[src/rtl/matriz_pkg.sv]
// Shared definitions for the element-wise matrix operators: widths, size codes,
// size-to-element-count mapping and the loader state encoding.
package matriz_pkg;

  localparam int ELEM_W    = 8;
  localparam int MAX_ELEMS = 25;

  typedef enum logic [1:0] {
    TAM_2X2 = 2'b00,
    TAM_3X3 = 2'b01,
    TAM_4X4 = 2'b10,
    TAM_5X5 = 2'b11
  } tam_t;

  typedef enum logic [1:0] {
    ST_IDLE = 2'b00,
    ST_LOAD = 2'b01,
    ST_DONE = 2'b10
  } estado_t;

  // (code + 2)^2 elements for a square matrix
  function automatic logic [4:0] tam_para_n(input logic [1:0] code);
    logic [4:0] n;
    case (code)
      TAM_2X2: n = 5'd4;
      TAM_3X3: n = 5'd9;
      TAM_4X4: n = 5'd16;
      default: n = 5'd25;
    endcase
    return n;
  endfunction

endpackage

[src/rtl/contador_elementos.sv]
// Element index counter: synchronous clear, enable, and a terminal flag that
// fires on the enabled step that reaches the limit.
module contador_elementos (
  input  logic       clk,
  input  logic       reset,
  input  logic       clr,
  input  logic       en,
  input  logic [4:0] limite,
  output logic [4:0] count,
  output logic       terminal
);

  logic [4:0] count_reg;

  always_ff @(posedge clk) begin
    if (reset || clr) begin
      count_reg <= 5'd0;
    end else if (en) begin
      count_reg <= count_reg + 5'd1;
    end
  end

  assign count    = count_reg;
  assign terminal = en && ((count_reg + 5'd1) == limite);

endmodule

[src/rtl/carregador_matriz.sv]
// Sequential row-major loader packing signed elements into the 200-bit matrix_A bus.
// Optional macro CARREGADOR_MATRIZ_HAS_MIN_EN builds the sticky -128 detector.
module carregador_matriz
  import matriz_pkg::*;
(
  input  logic                          clk,
  input  logic                          reset,
  input  logic                          start,
  input  logic [1:0]                    matrix_size,
  input  logic                          in_valid,
  input  logic [ELEM_W-1:0]             in_data,
  output logic                          in_ready,
  output logic [ELEM_W*MAX_ELEMS-1:0]   matrix_A,
  output logic                          busy,
  output logic                          done,
  output logic [4:0]                    elem_count,
  output logic                          has_min
);

  estado_t    state_reg, state_next;
  logic [4:0] n_reg;
  logic       busy_reg, done_reg;
  logic       accept_start;
  logic       beat;
  logic       terminal;

  assign in_ready     = (state_reg == ST_LOAD);
  assign accept_start = (state_reg == ST_IDLE) && start;
  assign beat         = in_valid && in_ready;

  contador_elementos u_contador (
    .clk      (clk),
    .reset    (reset),
    .clr      (accept_start),
    .en       (beat),
    .limite   (n_reg),
    .count    (elem_count),
    .terminal (terminal)
  );

  always_comb begin
    state_next = state_reg;
    case (state_reg)
      ST_IDLE: if (start)    state_next = ST_LOAD;
      ST_LOAD: if (terminal) state_next = ST_DONE;
      ST_DONE:               state_next = ST_IDLE;
      default:               state_next = ST_IDLE;
    endcase
  end

  always_ff @(posedge clk) begin
    if (reset) begin
      state_reg <= ST_IDLE;
      n_reg     <= 5'd0;
      busy_reg  <= 1'b0;
      done_reg  <= 1'b0;
    end else begin
      state_reg <= state_next;
      busy_reg  <= (state_next != ST_IDLE);
      done_reg  <= (state_next == ST_DONE);
      if (accept_start) begin
        n_reg <= tam_para_n(matrix_size);
      end
    end
  end

  assign busy = busy_reg;
  assign done = done_reg;

  // One register per lane; lanes at or above N are never addressed, so stay zero.
  generate
    for (genvar gi = 0; gi < MAX_ELEMS; gi++) begin : g_lane
      logic [ELEM_W-1:0] lane_reg;

      always_ff @(posedge clk) begin
        if (reset || accept_start) begin
          lane_reg <= '0;
        end else if (beat && (elem_count == 5'(gi))) begin
          lane_reg <= in_data;
        end
      end

      assign matrix_A[gi*ELEM_W +: ELEM_W] = lane_reg;
    end
  endgenerate

`ifdef CARREGADOR_MATRIZ_HAS_MIN_EN
  logic has_min_reg;

  // -128 has no positive counterpart, so downstream negation would overflow
  always_ff @(posedge clk) begin
    if (reset || accept_start) begin
      has_min_reg <= 1'b0;
    end else if (beat && (in_data == 8'h80)) begin
      has_min_reg <= 1'b1;
    end
  end

  assign has_min = has_min_reg;
`else
  assign has_min = 1'b0;
`endif

endmodule

[config.mk]
export PLATFORM = sky130hd
export DESIGN_NAME = carregador_matriz
export DESIGN_NICKNAME = d
export VERILOG_FILES = /design/src/rtl/matriz_pkg.sv /design/src/rtl/contador_elementos.sv /design/src/rtl/carregador_matriz.sv
export SDC_FILE = /design/constraint.sdc
export NUM_CORES = 1
export LEC_CHECK = 0
export ABC_CLOCK_PERIOD_IN_PS = 2860
export BUFFER_PORTS_ARGS = -buffer_cell sky130_fd_sc_hd__buf_2
export CAP_MARGIN = 20
export CORE_ASPECT_RATIO = 0.5
export CORE_MARGIN = 5
export CORE_UTILIZATION = 45
export DETAILED_ROUTE_END_ITERATION = 8
export GPL_TIMING_DRIVEN = 0
export PLACE_DENSITY = 0.72
export SYNTH_ARGS = -nofsm -noshare
export SYNTH_HDL_FRONTEND = slang
export SYNTH_HIERARCHICAL = 1
export SYNTH_SLANG_ARGS = --single-unit
[constraint.sdc]
create_clock -name clk -period 2.86 [get_ports clk]
set_input_delay 0.572 -clock clk [delete_from_list [all_inputs] [get_ports clk]]
set_output_delay 0.572 -clock clk [all_outputs]
set_load 0.05 [all_outputs]
* Word-level counts from Yosys, hierarchy flattened
Cells that the tools add are included.
** Cells by class
- Add/subtract/negate cells :: 1
- Eq/ne operators :: 29
- Muxes and demuxes :: 4
- Reduce and logical (&&, ||, !) cells :: 33
** Operators with widths (count)
- == test 5 bit, second input constant :: 9
- == test 5 x 4 -> 1 bit, second input constant :: 8
- logical AND 1 bit :: 28
- == test 5 x 3 -> 1 bit, second input constant :: 4
- one-hot mux 5 bit (3 select lines) :: 1
- == test 5 x 2 -> 1 bit, second input constant :: 2
- adder 5 x 1 -> 5 bit, second input constant :: 1
- == test 5 x 1 -> 1 bit, second input constant :: 1
- == test 5 bit :: 1
- logical NOT 5 bit :: 1
- == test 2 x 1 -> 1 bit, second input constant :: 2
- == test 2 bit, second input constant :: 2
- logical NOT 2 bit :: 2
- 2-to-1 mux 2 bit :: 2
- one-hot mux 2 bit (2 select lines) :: 1
- nonzero test 2 bit :: 1
- logical OR 1 bit :: 1
** Word-level totals
- Register bits :: 214
- Bits of input ports :: 14
- Output and inout port bits :: 209
- Word-level logic and storage cells :: 97

* Depth between registers and ports, before layout
Gate-level depths: netlist (run 1).
- Depth after elaboration :: 6
- Depth in mapped cells :: 7
- Depth with buffers taken out :: 7

* Cells and area by module
Netlist (run 1), hierarchy kept.
** By module, submodules not included
- carregador_matriz :: instances 1, cells an instance 746, area each 8435.6 um^2, sequential area each 4144.0 um^2
- contador_elementos :: instances 1, cells an instance 36, area each 319.1 um^2, sequential area each 100.1 um^2

* Worst setup path before layout (run 1)
OpenSTA, ideal clock, no wires.
- Kind :: register to register
- Start :: register state_reg[0]
- End :: register state_reg[0]
- Data arrival time :: 2.067 ns
- Data required time :: 2.732 ns
- Slack :: 0.665 ns
- Stages on the path, launching flop included :: 8
- Cell sequence :: dfxtp_1 nor2b_1 and2_1 clkbuf_1 nand4_1 a21oi_1 nand2b_1 a21oi_1
** On the way
- Longest elaborated chain between the ends :: 5
- Elaborated cells between the ends (all ways) :: 7
- Those cells by class :: eq/ne: 1; mux: 3; reduce/logical: 3
** RTL lines
- from (decl) :: line carregador_matriz.sv:20 : estado_t state_reg, state_next;
- from (signal assigned) :: line carregador_matriz.sv:58 : state_reg <= state_next;
- == test 2 x 1 -> 1 bit :: line carregador_matriz.sv:27 : assign in_ready = (state_reg == ST_LOAD);
- net in_ready :: line carregador_matriz.sv:12 : output logic in_ready,
- logical AND 1 bit :: line carregador_matriz.sv:29 : assign beat = in_valid && in_ready;
- net beat :: line carregador_matriz.sv:24 : logic beat;
- logical AND 1 bit :: line contador_elementos.sv:24 : assign terminal = en && ((count_reg + 5'd1) == limite);
- net terminal :: line carregador_matriz.sv:25 : logic terminal;
- 2-to-1 mux 2 bit :: line carregador_matriz.sv:45 : ST_LOAD: if (terminal) state_next = ST_DONE;
- one-hot mux 2 bit (2 select lines) :: line carregador_matriz.sv:43 : case (state_reg)
The timed path passes the listed nets, and every way through them passes these cells.
A chain may end at the register's enable or synchronous reset.

* Final worst setup path (run 1)
- Start :: register u_contador.count_reg[0], in the netlist u_contador/count[0]
- End :: register state_reg[0]
** On the way
- Longest elaborated chain between the ends :: 5
** RTL lines
- from (decl) :: line contador_elementos.sv:13 : logic [4:0] count_reg;
- from (signal assigned) :: line contador_elementos.sv:19 : count_reg <= count_reg + 5'd1;
- adder 5 x 1 -> 5 bit :: line contador_elementos.sv:24
- == test 5 bit :: line contador_elementos.sv:24
- logical AND 1 bit :: line contador_elementos.sv:24
- net terminal :: line carregador_matriz.sv:25
- 2-to-1 mux 2 bit :: line carregador_matriz.sv:45
- one-hot mux 2 bit (2 select lines) :: line carregador_matriz.sv:43
The timed path passes the listed nets, and every way through them passes these cells.

==> results of run 1 <==
cells in the final DEF (no fill, tap or decap), types with 3 or more instances in the layout:
cell / n
sky130_fd_sc_hd__nor3_1: 5
sky130_fd_sc_hd__xnor2_1: 4
sky130_fd_sc_hd__nand3b_2: 4
sky130_fd_sc_hd__clkbuf_16: 21
sky130_fd_sc_hd__nand2_1: 15
sky130_fd_sc_hd__dfxtp_1: 212
sky130_fd_sc_hd__clkinv_2: 3
sky130_fd_sc_hd__clkbuf_8: 4
sky130_fd_sc_hd__nor4bb_1: 4
sky130_fd_sc_hd__or3b_1: 3
sky130_fd_sc_hd__buf_2: 250
sky130_fd_sc_hd__a21oi_1: 6
sky130_fd_sc_hd__nand4_2: 4
sky130_fd_sc_hd__nand2_2: 12
sky130_fd_sc_hd__xor2_1: 5
sky130_fd_sc_hd__mux2i_1: 201
sky130_fd_sc_hd__buf_1: 7
sky130_fd_sc_hd__and4b_1: 3
sky130_fd_sc_hd__nand3b_1: 204
sky130_fd_sc_hd__nand2b_1: 3
sky130_fd_sc_hd__and2_1: 3
sky130_fd_sc_hd__clkbuf_1: 42
sky130_fd_sc_hd__nand4_1: 3
area by class of cell:
type                    count  area (µm²)  share of cell area
flip-flops and latches    212        4240               0.391
well taps                 266         333              0.0307
repair buffers            221        1110               0.102
plain buffers              76         337              0.0310
clock buffers              30         599              0.0553
multi-input cells         494        4170               0.385
inverters                   1        3.75            0.000346
clock inverters             4        45.0             0.00415
diodes                      2        5.00            0.000461
per-layer routing:
metal | routed length [µm] | share of wire | track usage
met1 | 11900 | 0.46 | 0.298
met3 | 1400 | 0.054 | 0.0463
met5 | 0 | 0 | 0
met2 | 11900 | 0.46 | 0.365
met4 | 597 | 0.023 | 0.0542
kinds of logic (layout without fill, tap and decap cells):
family,count (synthesis),after routing,share of synthesized area
AO/OA/AOI/OAI,7,7,0.00486
AND/OR/NAND/NOR,274,274,0.231
other,1,4,0.000428
multiplexers,201,201,0.230
flip-flops,212,212,0.485
buffers and inverters,77,332,0.0389
adder cells (fa/ha/maj),1,1,0.00143
XOR/XNOR,9,9,0.00900
tightest hold or removal path, cell delays in order:
cell and delay (ns):
sky130_fd_sc_hd__buf_2 0.10, sky130_fd_sc_hd__nand2_1 0.05, sky130_fd_sc_hd__a21oi_1 0.05
metrics by stage:
| step | utilization | hold WS, ns | power, mW | instances |
|---|---|---|---|---|
| after floorplan | - | 0.440 | 3.28 | 783 |
| after global placement | 0.529 | 0.457 | 3.39 | 1270 |
| after detailed placement | 0.529 | 0.458 | 3.40 | 1270 |
| after CTS | 0.562 | 0.317 | 6.04 | 1304 |
| after global routing | 0.563 | 0.324 | 6.20 | 1305 |
| final | 0.563 | 0.327 | 6.00 | 1306 |
power by group through the flow:
stage	Combinational (mW)	Sequential (mW)	Clock [mW]
6_report	0.370	2.97	2.67
5_1_grt	0.395	2.97	2.84
4_1_cts	0.366	2.97	2.71
3_5_place_dp	0.365	3.04	0
3_3_place_gp	0.360	3.03	0
2_1_floorplan	0.227	3.05	0
final timing paths:
check | slack, ns | start | to
worst max-delay path | 0.70 | u_contador/count[0] | state_reg[0]
worst min-delay path | 0.33 | matrix_size[0] | n_reg[3]
worst max register to register | 0.70 | u_contador/count[0] | state_reg[0]
worst min register to register | 0.46 | n_reg[4] | n_reg[4]
==> summary by stage, run 1 <==
STA
For the pin with the worst max-slew slack, the measured transition is 0.679 ns. Static timing analysis puts the maximum clock frequency at 462 MHz. The number of endpoints with negative hold slack in the final report is 0. The remaining max-slew budget at the tightest pin is 0.546. In the post-route analysis, the smallest setup slack over all paths is 0.697 ns.

The final number of setup-violating endpoints is 0. The final clock skew is 0.00406 ns. Setup repair after global routing left no endpoint under its margin. The final clock period utilization by the worst path is 0.756. The final period demand of the worst path is 2.16 ns. Adding up every negative setup slack in the final design gives 0 ns.

The final number of max-transition violations was 0.

Pwr
The share of total power dissipated in sequential elements is 0.494. The maximum vdd ir drop is 376 µV. The leakage power figure is 5.79 nW. The combinational cell fraction of total power is 0.062. Of the total power, the share spent switching nets is 0.232.

Dividing total power by cell area gives a power density of 554 nW/µm². Cell internal power was estimated by the tool at 4.61 mW. For this design the total switching power over the nets is 1.39 mW.

The share of total power dissipated in the clock network is 0.444.

Global route
The initial antenna violation count is 1. The largest net degree at the start of global routing is 15. The via count of the first global-routing pass was 7014. Global routing finished with a remaining overflow of 0.

The total routing usage reported by global routing is 0.220. The first global-routing pass estimated 39.9 mm of wire.

Clock network
The number of clock sinks is 212. The clock slew seen by the registers of the worst setup and hold paths is 0.06 ns. The post-cts hold buffer count is 0. The maximum clock insertion buffer count is 3. In this run the clock root is driven by a sky130_fd_sc_hd__clkbuf_16. The CTS H-tree depth is 1.

The total of cells resized after clock tree synthesis is 0. The post-CTS setup-driven buffer insertion count is 0. The clock tree from TritonCTS is yes.

Clock tree synthesis inserted a total of 20 buffers. The worst-skew pair later-pin latency is 0.49 ns.

Setup path
On the worst path, the slowest cell contributes a delay of 0.65 ns. The kind of cell with the highest combined delay along the critical path is flip-flops. The data required time of the critical path is 3.22 ns. The cell at the slowest stage of the critical path is sky130_fd_sc_hd__dfxtp_1. STA puts the critical path data arrival time at 2.53 ns.

The total buffers and inverters traversed by the critical path is 0. The number of cells on the critical path is 7. The critical path goes through ha_1, nand2b_1, o211ai_2, or3b_1, a21oi_1, nand2b_1, a21oi_1.

The type of the worst setup path is reg2reg. For the worst flop-to-flop path, the logic depth is 7. In this run the worst path has a maximum fanout of 14. The kind of end point of the critical path is a flip-flop.

The worst setup path is launched from a flip-flop.

Logic synthesis
The primary flip-flop cell chosen by synthesis mapping is sky130_fd_sc_hd__dfxtp_1. The flop and latch count out of synthesis is 212. Among all cell types in the netlist, the one instantiated most often is sky130_fd_sc_hd__dfxtp_1. The average cell area after synthesis is 11.2 µm². In the synthesized netlist, the cells that appear most often are sky130_fd_sc_hd__dfxtp_1, sky130_fd_sc_hd__nand3b_1, sky130_fd_sc_hd__mux2i_1.

The count of flip-flops with a built-in enable after synthesis is 0. The post-synth design cell area is 8750 µm². The share of synthesized area occupied by flip-flops and latches is 0.485.

The biggest area contributor in the post-synthesis netlist is sky130_fd_sc_hd__dfxtp_1. The count of warnings emitted by yosys is 6. For this run, asynchronously set or reset flops after synthesis account for 0. The cell count after synthesis is 782.

In this run, distinct cell masters in the synthesized netlist total 34. By area the synthesized netlist is led by sky130_fd_sc_hd__dfxtp_1, sky130_fd_sc_hd__mux2i_1, sky130_fd_sc_hd__nand3b_1. The area share of the largest cell type after synthesis is 0.485.

Floorplan
In this run the horizontal extent of the chip is 207 µm. The initial utilization of the core area, before any placement, comes to 0.454. The die covers 22500 µm².

The number of I/O pins is 223. Measured along the y axis, the die boundary spans 109 µm. The number of placement rows is 36. The total area inside the core boundary comes to 19300 µm².

Drt
The DRC violation count after routing is 0. The first routing iteration left 439 violations. Summed over all layers, the routed wires come to 25.8 mm.

The vias after detailed routing is 6981. The routed length per instance is 19.8 µm. Before antenna repair, the detailed router went through 5 iterations. The remaining antenna violation count after routing is 0. The number of vias per cell after detailed routing is 5.35.

Layout
The net count of the finished layout is 1041. The area growth from synthesis to layout is 23.9%. The layout has 1751 filler cells. Of the cells placed in the final design, the portion with a size suffix greater than 1 is 0.294. The finished cells cover 10800 µm². The register with the most flip-flops in the layout has 200 of them.

Place
The routability congestion estimate is 0.819. The post-detailed-placement half-perimeter wirelength is 18.1 mm. Once placement finished, the instance area stood at 10200 µm². The number of buffer cells added on primary ports is 221. At the placement stage, the worst setup path has a slack of 0.645 ns.

Min path
The worst hold path passes through 3 cells. The tightest min-delay check is of the in2reg type.

Status
The flow ran to the end, and the final reports show no timing, DRC or antenna violations.

Run
Max-cap violations in this run came to 0.
Power figures use the tool's default switching activity.
==> run 2, diff against run 1 <==
--- a/config.mk
+++ b/config.mk
@@ -5,7 +5,7 @@
 export SDC_FILE = /design/constraint.sdc
 export NUM_CORES = 1
 export LEC_CHECK = 0
-export ABC_CLOCK_PERIOD_IN_PS = 2860
+export ABC_CLOCK_PERIOD_IN_PS = 2100
 export BUFFER_PORTS_ARGS = -buffer_cell sky130_fd_sc_hd__buf_2
 export CAP_MARGIN = 20
 export CORE_ASPECT_RATIO = 0.5
==> constraint.sdc (replaced) <==
create_clock -name clk -period 2.1 [get_ports clk]
set_input_delay 0.42 -clock clk [delete_from_list [all_inputs] [get_ports clk]]
set_output_delay 0.42 -clock clk [all_outputs]
set_load 0.05 [all_outputs]
==> summary by stage, run 2 (synthesis gave the netlist of run 1 again) <==
Place
The routability congestion estimate is 0.841 (was 0.819). The placed standard-cell area is 10200 µm² (about the same). The number of buffer cells added on primary ports is 221 (unchanged). The placed instance count is 1270 (unchanged). The post-detailed-placement half-perimeter wirelength is 18.1 mm (about the same). The worst setup timing slack at the placement stage is 0.0503 ns (was 0.645 ns).

Setup path
The arrival time at the worst endpoint is 2.39 ns (was 2.53 ns). The kind of start point of the critical path is a flip-flop (unchanged). The type of the worst setup path is reg2reg (unchanged). The data required time of the critical path is 2.46 ns (was 3.22 ns). The kind of end point of the critical path is a flip-flop (unchanged). The largest fanout on the critical path is 10 (was 14).

Floorplan
The area of the die is 22500 µm² (unchanged). The placeable core region is 19300 µm² (unchanged). The number of placement rows came to 36 (unchanged). The number of I/O pins is 223 (unchanged). The floorplan die width is 207 µm (unchanged).

The starting density of the core came to 0.454 (unchanged). The overall die height came to 109 µm (unchanged).

Layout
The commonest non-fill, non-tap cell in the layout is sky130_fd_sc_hd__buf_2 (unchanged). The synthesis-to-layout area growth came to 24.1% (was 23.9%). The layout net count is 1041 (unchanged).

The fraction of layout cells with a size suffix above 1 is 0.295 (was 0.294). The post-layout instance area is 10900 µm² (was 10800 µm²). The number of filler instances in the final layout is 1748 (was 1751).

The number of standard cells in the layout, taps in and fillers out is 1305 (was 1306). The number of flip-flops under the largest register name is 200 (unchanged). The final design utilization is 0.564 (was 0.563). Most used cells in the layout excluding fill and tap cells: sky130_fd_sc_hd__buf_2, sky130_fd_sc_hd__dfxtp_1, sky130_fd_sc_hd__nand3b_1 (unchanged).

STA
The final clock skew is 0.0100 ns (was 0.00406 ns). The final clock period utilization by the worst path was 0.967 (was 0.756). The achievable frequency is 492 MHz (was 462 MHz). The final period demand of the worst path is 2.03 ns (was 2.16 ns). The final number of setup-violating endpoints is 0 (unchanged). Unrepaired setup endpoints after global routing: true (was false). The final number of max-transition violations is 0 (unchanged). The number of endpoints with negative hold slack in the final report is 0 (unchanged). The remaining max-slew budget at the tightest pin is 0.537 (was 0.546). The final worst slack is 0.0691 ns (was 0.697 ns).

The actual transition at the worst max-transition pin came to 0.695 ns (was 0.679 ns).

Pwr
The maximum vdd ir drop came to 464 µV (was 376 µV). The power per cell area was 760 nW/µm² (was 554 nW/µm²). The leakage power figure is 5.80 nW (was 5.79 nW). The total power is 8.26 mW (was 6.00 mW).

Global route
The residual overflow from global routing came to 0 (unchanged). The total routing usage reported by global routing is 0.220 (about the same). The largest net degree at the start of global routing is 15 (unchanged). The initial antenna violation count is 1 (unchanged). The first-pass GRT wire length came to 40.2 mm (was 39.9 mm).

The via count of the first global-routing pass is 7103 (was 7014).

Drt
The remaining antenna violation count after routing is 0 (unchanged). The vias after detailed routing is 6956 (was 6981). The DRC violation count after routing is 0 (unchanged). The sum of routed wire length over all layers is 25.8 mm (about the same).

The routed length per instance came to 19.8 µm (about the same). The DRC marker count from the first detailed-route iteration is 396 (was 439). The iteration count of the initial detailed-routing pass is 5 (unchanged). The number of vias per cell after detailed routing is 5.33 (was 5.35).

Clock network
The maximum clock insertion buffer count is 3 (unchanged). The library cell used as clock root buffer is sky130_fd_sc_hd__clkbuf_16 (unchanged). The CTS H-tree depth was 1 (unchanged). The number of clock sinks was 212 (unchanged).

The clock tree from TritonCTS is yes (unchanged). The clock slew seen by the registers of the worst setup and hold paths is 0.07 ns (was 0.06 ns). The post-cts hold buffer count is 0 (unchanged). The TritonCTS buffer count was 20 (unchanged).

The worst-skew pair later-pin latency is 0.49 ns (about the same).

Min path
The type of the tightest min-delay check was in2reg (unchanged).

Run
The reported max-cap violation count is 0 (unchanged).

Status
Outcome: complete, no violations (unchanged).
## run 2: cell types whose count changed in the layout (fill, tap and decap cells not counted), sizes merged
cell    previous run  this run
bufinv             1         2
clkinv             3         2
diode              2         1
## run 2: final timing paths
kind / startpoint / endpoint / slack, ns / depth (start not counted)
setup / recovery: u_contador/count[3] / g_lane[0].lane_reg[0] / 0.07 / 4
hold / removal: matrix_size[1] / n_reg[4] / 0.18 / 3
setup reg to reg: u_contador/count[3] / g_lane[0].lane_reg[0] / 0.07 / 4
hold reg to reg: n_reg[4] / n_reg[4] / 0.47 / 2
## run 2: power breakdown
group          switching (mW)  internal, mW
clock network            1.54          2.18
registers              0.0109          4.03
logic                   0.345         0.156
total                    1.89          6.37
## run 2: per-layer routing
layer  up-vias  track usage  routed length [µm]
met1      3457        0.288               11500
li1       3283            -                   -
met2       178        0.375               12100
met3        38       0.0538                1690
met5         -            0                   0
met4         0       0.0509                 546
## run 2: area by class of cell
class / instances / area [µm²] / area share
antenna: 1 / 2.50 / 0.000230
buffer: 76 / 337 / 0.0310
clock buffer: 30 / 589 / 0.0542
clock inverter: 4 / 70.1 / 0.00645
inverter: 1 / 3.75 / 0.000345
multi-input combinational: 494 / 4180 / 0.384
sequential: 212 / 4250 / 0.391
tap: 266 / 333 / 0.0306
timing repair buffer: 221 / 1110 / 0.102
## run 2: repair_timing
item                                    CTS  global route
resized for setup                         0             1
buffers inserted                          0             0
endpoints found under the setup margin    0            31
## run 2: metrics by stage
| stage | setup TNS [ns] | hold WS [ns] |
|---|---|---|
| final | 0 | 0.180 |
| after global routing | -1.18 | 0.168 |
| after CTS | 0 | 0.162 |
| after detailed placement | 0 | 0.461 |
| after global placement | 0 | 0.457 |
| after floorplan | 0 | 0.440 |
## run 2: critical path, cell delays in order (launching register included)
cell,delay (ns)
sky130_fd_sc_hd__dfxtp_1,0.41
sky130_fd_sc_hd__buf_2,0.25
sky130_fd_sc_hd__nor4b_2,0.54
sky130_fd_sc_hd__nand2_1,0.47
sky130_fd_sc_hd__mux2i_1,0.22
==> run 3, diff against run 2 <==
--- a/config.mk
+++ b/config.mk
@@ -14,6 +14,7 @@
 export DETAILED_ROUTE_END_ITERATION = 8
 export GPL_TIMING_DRIVEN = 0
 export PLACE_DENSITY = 0.72
+export RECOVER_POWER = 100
 export SYNTH_ARGS = -nofsm -noshare
 export SYNTH_HDL_FRONTEND = slang
 export SYNTH_HIERARCHICAL = 1
==> summary by stage, run 3 (synthesis gave the netlist of run 1 again) <==
Status
Outcome: complete, no violations (unchanged).

Place
The placed standard-cell area is 10200 µm² (unchanged). The number of buffer cells added on primary ports is 221 (unchanged). The post-detailed-placement half-perimeter wirelength came to 18.1 mm (unchanged). The worst setup timing slack at the placement stage was 0.0503 ns (unchanged). The routability congestion estimate is 0.841 (unchanged).

Layout
The number of flip-flops under the largest register name came to 200 (unchanged). The synthesis-to-layout area growth was 21.1% (was 24.1%). The fraction of layout cells with a size suffix above 1 is 0.0934 (was 0.295). The area of combinational cells with multiple inputs is 4170 µm² (was 4180 µm²). The footprint of the flip-flops and latches was 4250 µm² (unchanged). The commonest non-fill, non-tap cell in the layout was sky130_fd_sc_hd__clkbuf_1 (was sky130_fd_sc_hd__buf_2). The layout net count is 1041 (unchanged).

The number of filler instances in the final layout came to 1861 (was 1748). The post-layout instance area is 10600 µm² (was 10900 µm²). Most used cells in the layout excluding fill and tap cells: sky130_fd_sc_hd__clkbuf_1, sky130_fd_sc_hd__dfxtp_1, sky130_fd_sc_hd__nand3b_1 (was sky130_fd_sc_hd__buf_2, sky130_fd_sc_hd__dfxtp_1, sky130_fd_sc_hd__nand3b_1). The final design utilization was 0.550 (was 0.564).

STA
The final worst slack is 0.0274 ns (was 0.0691 ns). The final clock skew came to 0.0102 ns (was 0.0100 ns). The actual transition at the worst max-transition pin came to 0.729 ns (was 0.695 ns). The number of endpoints with negative hold slack in the final report is 0 (unchanged). The final clock period utilization by the worst path is 0.987 (was 0.967). The final number of setup-violating endpoints was 0 (unchanged). The remaining max-slew budget at the tightest pin is 0.516 (was 0.537). Unrepaired setup endpoints after global routing: true (unchanged). The achievable frequency is 482 MHz (was 492 MHz). The final period demand of the worst path is 2.07 ns (was 2.03 ns). The final number of max-transition violations was 0 (unchanged).

Drt
The remaining antenna violation count after routing is 0 (unchanged). The number of vias per cell after detailed routing was 5.33 (about the same). The routed length per instance is 19.8 µm (about the same). The DRC marker count from the first detailed-route iteration is 376 (was 396). The vias after detailed routing was 6951 (was 6956). The sum of routed wire length over all layers is 25.9 mm (was 25.8 mm).

The iteration count of the initial detailed-routing pass is 5 (unchanged). The DRC violation count after routing is 0 (unchanged).

Pwr
The power per cell area is 780 nW/µm² (was 760 nW/µm²). The fraction of power consumed by the clock network was 0.451 (was 0.450). The switching fraction of total power is 0.230 (was 0.229). The maximum vdd ir drop is 458 µV (was 464 µV). The combinational cell fraction of total power is 0.060 (was 0.061).

The net switching power is 1.91 mW (was 1.89 mW). The total power is 8.27 mW (was 8.26 mW). The power share of the sequential group is 0.489 (about the same). The leakage power figure is 4.89 nW (was 5.80 nW). The internal cell power is 6.36 mW (was 6.37 mW).

Floorplan
The area of the die is 22500 µm² (unchanged). The placeable core region is 19300 µm² (unchanged). The number of placement rows is 36 (unchanged).

The starting density of the core is 0.454 (unchanged). The floorplan die width is 207 µm (unchanged). The number of I/O pins was 223 (unchanged). The overall die height was 109 µm (unchanged).

Global route
The via count of the first global-routing pass came to 7103 (unchanged). The initial antenna violation count is 1 (unchanged). The residual overflow from global routing is 0 (unchanged).

The total routing usage reported by global routing came to 0.220 (unchanged). The largest net degree at the start of global routing is 15 (unchanged). The first-pass GRT wire length came to 40.2 mm (unchanged).

Setup path
The origin of the critical flop-to-flop path is u_contador/count[3] (unchanged). The arrival time at the worst endpoint came to 2.43 ns (was 2.39 ns). The type of the worst setup path is reg2reg (unchanged). The total buffers and inverters traversed by the critical path is 1 (unchanged). The worst stage delay on the critical path came to 0.57 ns (was 0.54 ns).

The data required time of the critical path is 2.46 ns (about the same). The category of cells accounting for the largest share of critical-path delay is simple AND/OR/NAND/NOR gates (unchanged). The launching instance or port of the critical path is u_contador/count[3] (unchanged). The largest fanout on the critical path is 10 (unchanged).

Cell Chain, Critical Path: buf_2, nor4b_2, nand2_1, mux2i_1 (unchanged). The kind of start point of the critical path is a flip-flop (unchanged). The cell at the slowest stage of the critical path is sky130_fd_sc_hd__nor4b_2 (unchanged). The kind of end point of the critical path is a flip-flop (unchanged).

Clock network
The library cell used as clock root buffer was sky130_fd_sc_hd__clkbuf_16 (unchanged). The post-cts hold buffer count is 0 (unchanged). The CTS H-tree depth is 1 (unchanged). The number of clock sinks was 212 (unchanged). The clock slew seen by the registers of the worst setup and hold paths was 0.07 ns (about the same). The TritonCTS buffer count is 20 (unchanged). The clock tree from TritonCTS is yes (unchanged). The worst-skew pair later-pin latency is 0.49 ns (about the same).

The maximum clock insertion buffer count is 3 (unchanged).

Min path
The type of the tightest min-delay check is in2reg (unchanged). The hold path startpoint is matrix_size[1] (unchanged).

Run
The reported max-cap violation count is 0 (unchanged).
==> run 3: final timing paths <==
| check | endpoint | cells after the start | slack [ns] |
|---|---|---|---|
| worst min register to register | n_reg[4] | 2 | 0.47 |
| worst max register to register | g_lane[0].lane_reg[0] | 4 | 0.03 |
| worst min-delay path | n_reg[4] | 3 | 0.18 |
| worst max-delay path | g_lane[0].lane_reg[0] | 4 | 0.03 |
==> run 3: through the flow <==
| step | std cells | TNS, ns | hold WS, ns |
|---|---|---|---|
| final | 1305 | 0 | 0.177 |
| after detailed placement | 1270 | 0 | 0.461 |
| after floorplan | 783 | 0 | 0.440 |
| after CTS | 1304 | 0 | 0.162 |
| after global placement | 1270 | 0 | 0.457 |
| after global routing | 1305 | -4.84 | 0.168 |
==> run 3: repair_timing <==
item | 4_1_cts | 5_1_grt
buffers inserted | 0 | 0
setup endpoints to repair | 0 | 31
gates resized for setup | 0 | 1
==> run 3: cell type report <==
class                      count  share of cell area
sequential                   212               0.401
multi-input combinational    494               0.394
timing repair buffer         221              0.0800
clock buffer                  30              0.0556
buffer                        76              0.0315
tap                          266              0.0314
clock inverter                 4             0.00661
inverter                       1            0.000354
antenna                        1            0.000236
==> run 3: power groups by stage <==
stage | sequential, mW | clock, mW | combinational, mW
2_1_floorplan | 4.16 | 0 | 0.310
3_5_place_dp | 4.13 | 0 | 0.496
4_1_cts | 4.04 | 3.78 | 0.499
3_3_place_gp | 4.13 | 0 | 0.491
5_1_grt | 4.04 | 3.96 | 0.539
6_report | 4.04 | 3.73 | 0.498
==> run 3: worst min-delay path: stages <==
cell	delay [ns]
sky130_fd_sc_hd__buf_2	0.10
sky130_fd_sc_hd__nand2_1	0.05
sky130_fd_sc_hd__a21oi_1	0.05
==> run 3: routing by layer <==
metal,global-route usage,share of wire,up-vias
met5,0,0,-
met2,0.375,0.47,175
met1,0.288,0.45,3456
li1,-,-,3280
met4,0.0509,0.022,0
met3,0.0538,0.061,40
